### src/rtl/writeback_stage.sv
// MEM/WB pipeline stage: registers the completing instruction, extracts load data,
// drives the register-file write port, forwarding info, retire counter and load-error flags.
module writeback_stage #(
    parameter int unsigned XLEN   = 32,
    parameter int unsigned RF_AW  = 5,
    parameter int unsigned WREG_W = 6
) (
    input  logic              clk,
    input  logic              rst,
    input  logic              in_valid,
    input  logic              flush,
    input  logic [RF_AW-1:0]  in_rd,
    input  logic              in_regwrite,
    input  logic              in_memtoreg,
    input  logic [2:0]        in_funct3,
    input  logic [1:0]        in_addr_lo,
    input  logic [XLEN-1:0]   in_alu_result,
    input  logic [XLEN-1:0]   in_load_word,
    output logic [WREG_W-1:0] write_reg,
    output logic [XLEN-1:0]   write_data,
    output logic              regwrite,
    output logic              fwd_valid,
    output logic [RF_AW-1:0]  fwd_rd,
    output logic [XLEN-1:0]   fwd_data,
    output logic              load_err,
    output logic              load_err_sticky,
    output logic [31:0]       retire_count
);

    localparam logic [2:0] F3_LB  = 3'b000;
    localparam logic [2:0] F3_LH  = 3'b001;
    localparam logic [2:0] F3_LW  = 3'b010;
    localparam logic [2:0] F3_LBU = 3'b100;
    localparam logic [2:0] F3_LHU = 3'b101;

    logic              accept;
    logic              misaligned;
    logic              illegal;
    logic              error;
    logic [XLEN-1:0]   shifted;
    logic [XLEN-1:0]   load_data;
    logic [XLEN-1:0]   result;

    logic [WREG_W-1:0] write_reg_d,       write_reg_q;
    logic [XLEN-1:0]   write_data_d,      write_data_q;
    logic              regwrite_d,        regwrite_q;
    logic              load_err_d,        load_err_q;
    logic              load_err_sticky_d, load_err_sticky_q;
    logic [31:0]       retire_count_d,    retire_count_q;

    // Load extraction and alignment/legality classification
    always_comb begin
        shifted    = in_load_word >> {in_addr_lo, 3'b000};
        load_data  = in_load_word;
        misaligned = 1'b0;
        illegal    = 1'b0;
        case (in_funct3)
            F3_LB:  load_data = {{(XLEN-8){shifted[7]}}, shifted[7:0]};
            F3_LBU: load_data = {{(XLEN-8){1'b0}}, shifted[7:0]};
            F3_LH: begin
                load_data  = {{(XLEN-16){shifted[15]}}, shifted[15:0]};
                misaligned = in_addr_lo[0];
            end
            F3_LHU: begin
                load_data  = {{(XLEN-16){1'b0}}, shifted[15:0]};
                misaligned = in_addr_lo[0];
            end
            F3_LW: begin
                load_data  = in_load_word;
                misaligned = |in_addr_lo;
            end
            default: illegal = 1'b1;
        endcase
    end

    // ALU writebacks never raise an error regardless of funct3/addr_lo
    always_comb begin
        accept = in_valid & ~flush;
        error  = in_memtoreg & (misaligned | illegal);
        result = in_memtoreg ? load_data : in_alu_result;
    end

    always_comb begin
        write_reg_d       = write_reg_q;
        write_data_d      = write_data_q;
        regwrite_d        = 1'b0;
        load_err_d        = 1'b0;
        load_err_sticky_d = load_err_sticky_q;
        retire_count_d    = retire_count_q;
        if (accept) begin
            write_reg_d                = '0;
            write_reg_d[RF_AW-1:0]     = in_rd;
            write_data_d               = result;
            regwrite_d                 = in_regwrite & (|in_rd) & ~error;
            load_err_d                 = error;
            if (error) begin
                load_err_sticky_d = 1'b1;
            end else begin
                retire_count_d = retire_count_q + 32'd1;
            end
        end
    end

    always_ff @(posedge clk) begin
        if (rst) begin
            write_reg_q       <= '0;
            write_data_q      <= '0;
            regwrite_q        <= 1'b0;
            load_err_q        <= 1'b0;
            load_err_sticky_q <= 1'b0;
            retire_count_q    <= '0;
        end else begin
            write_reg_q       <= write_reg_d;
            write_data_q      <= write_data_d;
            regwrite_q        <= regwrite_d;
            load_err_q        <= load_err_d;
            load_err_sticky_q <= load_err_sticky_d;
            retire_count_q    <= retire_count_d;
        end
    end

    assign write_reg       = write_reg_q;
    assign write_data      = write_data_q;
    assign regwrite        = regwrite_q;
    assign fwd_valid       = regwrite_q;
    assign fwd_rd          = write_reg_q[RF_AW-1:0];
    assign fwd_data        = write_data_q;
    assign load_err        = load_err_q;
    assign load_err_sticky = load_err_sticky_q;
    assign retire_count    = retire_count_q;

endmodule
### config.mk
export PLATFORM = sky130hd
export DESIGN_NAME = writeback_stage
export DESIGN_NICKNAME = d
export VERILOG_FILES = /design/src/rtl/writeback_stage.sv
export SDC_FILE = /design/constraint.sdc
export NUM_CORES = 1
export LEC_CHECK = 0
export ABC_AREA = 1
export CORE_MARGIN = 2
export CORE_UTILIZATION = 48
export DETAILED_ROUTE_END_ITERATION = 8
export GPL_TIMING_DRIVEN = 0
export PLACE_DENSITY = 0.87
export RECOVER_POWER = 25
export SLEW_MARGIN = 15
export SYNTH_ARGS = -nofsm -noshare
export SYNTH_HDL_FRONTEND = slang
export SYNTH_SLANG_ARGS = --single-unit
### constraint.sdc
create_clock -name clk -period 2.7 [get_ports clk]
set_input_delay 0.54 -clock clk [delete_from_list [all_inputs] [get_ports clk]]
set_output_delay 0.54 -clock clk [all_outputs]
set_load 0.005 [all_outputs]
==> impl_metrics.csv, run 1 <==
group,metric,value,unit
status,status,"finished clean",
clock_tree,cts_made_buffers,9,
layout,final_common_cell,"nand2_1",
logic_synthesis,synth_area_leader_cell,"dfxtp_1",
hold_path,min_from,"load_err_sticky",
routing,drt_iter0_drc,455,
timing,grt_setup_unrepaired,"false",
routing,num_vias,5816,
global_routing,grt_pass1_vias,5385,
clock_tree,cts.clk_slew.worst_paths,0.08,ns
placement,place.gp.congestion,0.975,
setup_path,worstReg2RegEnd,"retire_count[30]",
routing,vias_per_cell,5.18,
layout,drive_gt1_frac,0.123,
hold_path,hold_class,"flop to flop",
logic_synthesis,ys_seq_area_frac,0.294,
power_and_ir_drop,sw_frac_of_total,0.288,
timing,hold_viol_final,0,
logic_synthesis,syn_nets,868,
die,start_util,0.497,
routing,wire_per_inst,14.8,um
setup_path,cp-end-kind,"flop",
setup_path,cp_data_required_time,2.99,ns
layout,final_cell_mix,"nand2_1 (242), clkdlybuf4s50_1 (150), nor2_1 (119)",
clock_tree,cts_sinks,72,
power_and_ir_drop,p_switching,0.000764,W
placement,place_hpwl,13100,um
logic_synthesis,synth.distinct_cells,30,
die,dieWidth,105,um
power_and_ir_drop,cellLeakagePower,2.83,nW
setup_path,r2r_cells,9,
layout,fin_cells,1122,
clock_tree,cts_tree,"done",
global_routing,grtUsageTotal,0.301,
layout,area_delta_synth_final,45.2,%
power_and_ir_drop,pwr-share-comb,0.238,
setup_path,critPathMaxFanout,10,
timing,setup_viol_count_final,0,
power_and_ir_drop,vdd_drop_max,0.229,mV
layout,antenna_cells,0,
timing,period_needed,2.25,ns
logic_synthesis,syn_inst,787,
power_and_ir_drop,power_density,373,mW/mm2
timing,drv_slew,0,
routing,dr.pass1.iters,6,
hold_path,whs_endpoint,"load_err_sticky",
timing,worst_pin_slew,0.685,ns
logic_synthesis,yosys.area.top_type_share,0.294,
clock_tree,clock_path_buffers,2,
layout,fillCellCount,872,
die,io_pins,191,
global_routing,grt-ovfl-total,0,
placement,dp_cells,1106,
timing,fmax,444,MHz
die,die_y,105,um
logic_synthesis,ys_warn_count,0,
timing,relSlewSlack,0.543,
timing,post-route-period-util,0.834,
placement,numPortBuffers,186,
timing,clock_skew,0.0167,ns
die,die_area,0.0110,mm2
global_routing,grt_max_degree,13,
setup_path,critPathKind,"input port to flop",
clock_tree,clock-root-buffer,"clkbuf_8",
logic_synthesis,ys_ff_latch,72,
clock_tree,hold_buffers,0,
layout,final_nets,1065,
setup_path,worst_setup_path_start_kind,"input port",
power_and_ir_drop,power.internal,0.00189,W
routing,wirelength,16600,um
logic_synthesis,syn_area,0.00490,mm2
die,rows,36,
setup_path,r2r_start,"retire_count[1]",
setup_path,crit_arrival,2.54,ns
power_and_ir_drop,pwr-share-seq,0.424,
logic_synthesis,ys_top_cells_by_area,"dfxtp_1 (29%), nand2_1 (18%), nor2_1 (9.1%), a21oi_1 (7.9%), buf_4 (6.0%)",
logic_synthesis,avgSynthCellArea,6.23,um2
flow_run,max_cap_violations,0,
global_routing,grt_pass1_wl,26700,um
clock_tree,h-tree-depth,3,
global_routing,antenna_found_initial,0,
die,core_area,0.00986,mm2
clock_tree,post_cts_buffers,0,
setup_path,reg2reg_setup_slack,0.94,ns
clock_tree,cts_resized,0,
routing,drc,0,
routing,final_antenna_net_count,0,
clock_tree,clk_latency,0.36,ns
hold_path,holdPathStages,2,
timing,finalSetupTns,0,ns
power_and_ir_drop,clkPwrFrac,0.338,
[metrics by stage]
stage	worst slack (ns)	area [um2]	hold WS (ns)	utilization	total power, W
floorplan	1.14	4900	0.452	-	0.00145
global placement	0.302	6930	0.438	0.703	0.00179
detailed placement	0.335	6930	0.447	0.703	0.00179
CTS	0.708	7130	0.464	0.723	0.00267
global route	0.303	7120	0.499	0.722	0.00275
finish	0.447	7120	0.453	0.722	0.00266
[power groups by stage]
stage          clock network [W]  registers, W  logic [W]
2_1_floorplan                  0       0.00115   0.000298
3_3_place_gp                   0       0.00115   0.000633
3_5_place_dp                   0       0.00115   0.000639
4_1_cts                 0.000901       0.00113   0.000642
5_1_grt                 0.000936       0.00113   0.000684
6_report                0.000898       0.00113   0.000632
[logic make-up (layout without fill, tap and decap cells)]
logic type / after synthesis / count (layout) / share of synthesized area
compound gates: 143 / 143 / 0.165
xor+xnor: 12 / 12 / 0.0214
fa+ha+maj: 1 / 1 / 0.00255
buf+inv: 119 / 321 / 0.139
flops: 72 / 72 / 0.294
other cells: 1 / 1 / 0.000765
simple gates: 439 / 439 / 0.377
[layer usage]
metal | part of all wire | GRT usage | vias to the layer above
li1 | - | - | 2882
met1 | 0.43 | 0.399 | 2572
met2 | 0.45 | 0.477 | 315
met3 | 0.095 | 0.0630 | 47
met4 | 0.032 | 0.122 | 0
met5 | 0 | 0 | -
[worst max-delay path, cell delays in order]
cell           delay, ns
dlygate4sd3_1       0.52
inv_1               0.04
nor2_1              0.15
clkbuf_1            0.45
inv_2               0.14
clkbuf_1            0.31
nor2_1              0.20
nand2_2             0.08
a21oi_2             0.11
[worst max-delay path by stage]
stage	cells after the start	startpoint	end	slack, ns
after detailed placement	6	in_addr_lo[0]	fwd_data[2]	0.33
final	9	in_valid	fwd_data[29]	0.45
after global placement	6	in_addr_lo[0]	fwd_data[2]	0.30
after floorplan	10	in_memtoreg	retire_count[25]	1.14
after CTS	6	in_addr_lo[0]	fwd_data[2]	0.71
after global routing	9	in_valid	fwd_data[29]	0.30
[synthesized netlist by cell type]
master and count:
nor3b_1 1, o31ai_1 1, a21oi_2 19, nor3_1 4, buf_4 39, conb_1 1
clkbuf_1 22, ha_1 1, o211ai_1 7, nor2_1 119, nor2_4 2, nand4_1 2
buf_2 10, buf_6 7, inv_1 33, nand2_2 13, xor2_1 9, nand3_2 13
o21ai_1 2, nand2_1 240, xnor2_1 3, o21ai_2 1, a21oi_1 77, o21ai_0 36
dfxtp_1 72, inv_2 6, nor2_2 2, nand3_1 43, inv_8 1, buf_12 1
[layout make-up]
cell class	instances	area (um2)	area share
Tap cell	133	166	0.0234
Clock buffer	12	145	0.0204
Sequential cell	72	1440	0.202
Timing Repair Buffer	186	1860	0.261
Clock inverter	4	53.8	0.00755
Buffer	79	519	0.0729
Multi-Input combinational cell	596	2780	0.390
Inverter	40	158	0.0221
Power figures use the tool's default switching activity.
==> inputs of run 2 (changes only) <==
--- a/config.mk
+++ b/config.mk
@@ -7,10 +7,10 @@
 export LEC_CHECK = 0
 export ABC_AREA = 1
 export CORE_MARGIN = 2
-export CORE_UTILIZATION = 48
+export CORE_UTILIZATION = 40
 export DETAILED_ROUTE_END_ITERATION = 8
 export GPL_TIMING_DRIVEN = 0
-export PLACE_DENSITY = 0.87
+export PLACE_DENSITY = 0.77
 export RECOVER_POWER = 25
 export SLEW_MARGIN = 15
 export SYNTH_ARGS = -nofsm -noshare
==> constraint.sdc (replaced) <==
create_clock -name clk -period 1.95 [get_ports clk]
set_input_delay 0.39 -clock clk [delete_from_list [all_inputs] [get_ports clk]]
set_output_delay 0.39 -clock clk [all_outputs]
set_load 0.005 [all_outputs]
==> run 2 against run 1 <==
Net effect: sequential power is 39% higher; final cell count is 1.2% higher; highest routed layer unchanged; worst setup slack worse by 0.32 ns.
==> impl_metrics.csv, run 2 (synthesis gave the netlist of run 1 again) <==
group,metric,value,unit
placement,place_hpwl,13500,um
global_routing,antenna_found_initial,0,
placement,dpl_worst_slack,-0.337,ns
status,status,"finished clean",
die,rows,40,
routing,drt_iter0_drc,394,
global_routing,grtUsageTotal,0.267,
power_and_ir_drop,power_density,579,mW/mm2
global_routing,grt_pass1_wl,27300,um
timing,finalSetupTns,0,ns
power_and_ir_drop,vdd_drop_max,0.301,mV
timing,fmax,549,MHz
die,die_y,115,um
clock_tree,clock_path_buffers,2,
routing,wirelength,17400,um
die,start_util,0.408,
timing,hold_ws,0.377,ns
placement,numPortBuffers,186,
routing,num_vias,5778,
clock_tree,clock-root-buffer,"clkbuf_16",
layout,drive_gt1_frac,0.134,
die,core_area,0.0120,mm2
timing,clock_skew,0.00740,ns
placement,place.gp.congestion,1.02,
clock_tree,cts_tree,"done",
power_and_ir_drop,cellLeakagePower,2.92,nW
routing,dr.pass1.iters,5,
layout,final_common_cell,"nand2_1",
layout,final_cell_mix,"nand2_1 (240), clkdlybuf4s50_1 (146), nor2_1 (117)",
setup_path,crit_arrival,2.06,ns
flow_run,max_cap_violations,0,
clock_tree,clk_latency,0.35,ns
timing,layout_setup_ws,0.127,ns
timing,hold_viol_final,0,
layout,multiInputGateArea,0.00279,mm2
global_routing,grt-ovfl-total,0,
setup_path,critPathMaxFanout,10,
setup_path,cp-end-kind,"flop",
layout,antenna_cells,0,
setup_path,reg2reg_setup_slack,0.22,ns
clock_tree,cts.clk_slew.worst_paths,0.06,ns
placement,dpl-instance-area,0.00695,mm2
setup_path,cp_data_required_time,2.19,ns
setup_path,crit_chain,"clkdlybuf4s50_1 -> inv_2 -> buf_6 -> nand2_1 -> nand3_2 -> nand3_2 -> nand2_1 -> inv_2 -> nand2_1 -> nand2_1 -> a21oi_1",
timing,period_needed,1.82,ns
layout,fin_cells,1136,
setup_path,worst_setup_path_start_kind,"input port",
routing,wire_per_inst,15.3,um
layout,final_nets,1065,
timing,drv_slew,0,
layout,fillCellCount,1169,
clock_tree,h-tree-depth,3,
layout,area_delta_synth_final,48.2,%
die,die_area,0.0132,mm2
routing,drc,0,
clock_tree,cts_made_buffers,9,
die,io_pins,191,
routing,final_antenna_net_count,0,
timing,worst_pin_slew,0.726,ns
routing,vias_per_cell,5.09,
global_routing,grt_pass1_vias,5284,
layout,seq_area,0.00144,mm2
layout,final_area,0.00727,mm2
setup_path,critPathKind,"input port to flop",
timing,relSlewSlack,0.516,
timing,grt_setup_unrepaired,"false",
hold_path,hold_class,"input port to flop",
timing,setup_viol_count_final,0,
setup_path,crit_top_cell,"nand2_1",
setup_path,critPathMaxStageDelay,0.63,ns
clock_tree,cts_sinks,72,
die,dieWidth,115,um
placement,dp_cells,1120,
global_routing,grt_max_degree,13,
setup_path,crit_slowest_cell,"clkdlybuf4s50_1",
timing,post-route-period-util,0.935,
[run 2: report_power, final]
part	internal, W	switching (W)
clock network	0.00106	0.000690
registers	0.00152	0.0000422
logic	0.000473	0.000415
total	0.00306	0.00115
[run 2: worst paths after layout]
path | endpoint | cells after the start | startpoint
max | fwd_data[11] | 11 | in_addr_lo[0]
min | retire_count[31] | 2 | rst
max reg2reg | retire_count[30] | 9 | retire_count[1]
min reg2reg | load_err_sticky | 2 | load_err_sticky
[run 2: routing by layer]
metal | vias up | global-route usage | part of all wire
met2 | 243 | 0.424 | 0.44
met1 | 2620 | 0.369 | 0.46
met3 | 22 | 0.0517 | 0.074
li1 | 2893 | - | -
met5 | - | 0 | 0
met4 | 0 | 0.0787 | 0.017
[run 2: per-stage QoR]
stage / total power (W) / utilization
final: 0.00421 / 0.605
after global routing: 0.00437 / 0.605
after CTS: 0.00423 / 0.604
after detailed placement: 0.00249 / 0.579
after global placement: 0.00249 / 0.579
after floorplan: 0.00201 / -
[run 2: critical path, delay by kind of cell]
family / cells / cell delay, ns
buffers and inverters: 4 / 0.99
AND/OR/NAND/NOR: 6 / 0.61
AO/OA/AOI/OAI: 1 / 0.07
[run 2: layout make-up]
type	count	area share
Buffer	79	0.0728
Clock buffer	12	0.0353
Clock inverter	4	0.00706
Inverter	40	0.0217
Multi-Input combinational cell	596	0.383
Sequential cell	72	0.198
Tap cell	147	0.0253
Timing Repair Buffer	186	0.256
[run 2: timing repair]
| item | in CTS | in global routing |
|---|---|---|
| setup buffers | 0 | 0 |
| hold buffers | 0 | 0 |
| resized for setup | 0 | 8 |
| setup endpoints to repair | 0 | 24 |
==> inputs of run 3 (changes only) <==
--- a/config.mk
+++ b/config.mk
@@ -6,11 +6,13 @@
 export NUM_CORES = 1
 export LEC_CHECK = 0
 export ABC_AREA = 1
+export CAP_MARGIN = 20
 export CORE_MARGIN = 2
-export CORE_UTILIZATION = 40
+export CORE_UTILIZATION = 58
 export DETAILED_ROUTE_END_ITERATION = 8
+export DONT_BUFFER_PORTS = 1
 export GPL_TIMING_DRIVEN = 0
-export PLACE_DENSITY = 0.77
+export PLACE_DENSITY = 0.76
 export RECOVER_POWER = 25
 export SLEW_MARGIN = 15
 export SYNTH_ARGS = -nofsm -noshare
==> run 3 against run 2 <==
Net effect: critical endpoint is now retire_count[16]; worst setup slack better by 0.087 ns; critical path depth down 3; combinational power shrank 41%; global-route usage increased by 5.7 points; via count is 11% lower; highest routed layer unchanged; largest power group is now registers; clock power shrank 14%.
==> impl_metrics.csv, run 3 (synthesis gave the netlist of run 1 again) <==
group,metric,value,unit
global_routing,grt_pass1_vias,4484,
timing,relSlewSlack,0.570,
routing,num_vias,5127,
layout,seq_area,0.00144,mm2
placement,numPortBuffers,0,
timing,hold_viol_final,0,
clock_tree,h-tree-depth,3,
power_and_ir_drop,power_density,681,mW/mm2
setup_path,cp-end-kind,"flop",
timing,post-route-period-util,0.890,
global_routing,grtUsageTotal,0.323,
power_and_ir_drop,power,0.00360,W
clock_tree,clock-root-buffer,"clkbuf_8",
die,start_util,0.597,
layout,drive_gt1_frac,0.163,
clock_tree,hold_buffers,0,
layout,fillCellCount,807,
global_routing,antenna_found_initial,0,
setup_path,cp_data_required_time,2.23,ns
routing,dr.pass1.iters,5,
layout,area_delta_synth_final,7.86,%
timing,setup_viol_count_final,0,
setup_path,critPathMaxFanout,4,
global_routing,grt_pass1_wl,22800,um
routing,drc,0,
timing,layout_setup_ws,0.214,ns
timing,grt_setup_unrepaired,"false",
setup_path,crit_arrival,2.01,ns
setup_path,critPathKind,"flop to flop",
timing,worst_pin_slew,0.645,ns
die,die_area,0.00921,mm2
clock_tree,cts_made_buffers,9,
layout,multiInputGateArea,0.00278,mm2
routing,wire_per_inst,16.5,um
layout,postLayoutCoreUtil,0.644,
clock_tree,post_cts_buffers,0,
clock_tree,cts_tree,"done",
clock_tree,cts.clk_slew.worst_paths,0.09,ns
die,io_pins,191,
placement,place_hpwl,11800,um
layout,final_nets,879,
flow_run,max_cap_violations,0,
layout,antenna_cells,0,
timing,period_needed,1.74,ns
clock_tree,cts_sinks,72,
layout,final_common_cell,"nand2_1",
placement,dpl_worst_slack,0.192,ns
power_and_ir_drop,vdd_drop_max,0.532,mV
timing,drv_slew,0,
hold_path,hold_class,"input port to flop",
routing,drt_iter0_drc,361,
timing,finalSetupTns,0,ns
placement,place.gp.congestion,0.937,
die,core_area,0.00822,mm2
timing,clock_skew,0.00877,ns
die,rows,33,
die,dieWidth,96.0,um
status,status,"finished clean",
global_routing,grt-ovfl-total,0,
global_routing,grt_max_degree,15,
timing,fmax,576,MHz
setup_path,worst_setup_path_start_kind,"flop",
clock_tree,clk_latency,0.35,ns
clock_tree,cts_resized,0,
routing,wirelength,15000,um
routing,vias_per_cell,5.65,
layout,final_cell_mix,"nand2_1 (240), nor2_1 (118), a21oi_1 (77)",
clock_tree,clock_path_buffers,2,
routing,final_antenna_net_count,0,
power_and_ir_drop,cellLeakagePower,2.09,nW
die,die_y,96.0,um
-- run 3: changes by cell type in the layout (fill, tap and decap cells not counted), moves of 2 or more --
cell and change:
clkinv_4 +2, clkbuf_16 -9, dlygate4sd3_1 -40, clkdlybuf4s50_1 -146, clkbuf_8 +7, bufinv_16 +2, clkbuf_2 -2
-- run 3: cell type report --
type | instances | share of cell area
well taps | 105 | 0.0248
clock inverters | 7 | 0.0241
multi-input cells | 596 | 0.526
clock buffers | 9 | 0.0234
plain buffers | 79 | 0.0991
flip-flops and latches | 72 | 0.272
inverters | 40 | 0.0298
-- run 3: worst paths after layout --
| kind | startpoint | end | slack (ns) | cells after the start |
|---|---|---|---|---|
| max | retire_count[1] | retire_count[16] | 0.21 | 8 |
| min | in_rd[4] | write_reg[4] | 0.19 | 2 |
| max reg2reg | retire_count[1] | retire_count[16] | 0.21 | 8 |
| min reg2reg | load_err_sticky | load_err_sticky | 0.49 | 2 |
-- run 3: through the flow --
step           area, um2  std cells  hold WS, ns
3_3_place_gp        5040        892        0.477
6_report            5290        908        0.187
3_5_place_dp        5040        892        0.483
5_1_grt             5290        908        0.176
4_1_cts             5290        908        0.177
2_1_floorplan       4900        787        0.452
-- run 3: power breakdown --
part	leakage [nW]	total [W]	switching, W	internal [W]
logic	1.38	0.000520	0.000317	0.000203
registers	0.586	0.00158	0.0000553	0.00152
clock network	0.126	0.00150	0.000636	0.000868
total	2.09	0.00360	0.00101	0.00259
-- run 3: per-layer routing --
metal,global-route usage,routed length [um]
met3,0.0744,1370
met5,0,0
met1,0.432,6690
met4,0.117,425
met2,0.510,6540
-- run 3: critical path, stage by stage, from the launching register on --
cell and delay, ns:
dfxtp_1 0.40, ha_1 0.23, nand2_1 0.11, nor2_2 0.23, nand2_1 0.19, nor2_1 0.16, xor2_1 0.15, nand2_1 0.06
a21oi_1 0.12
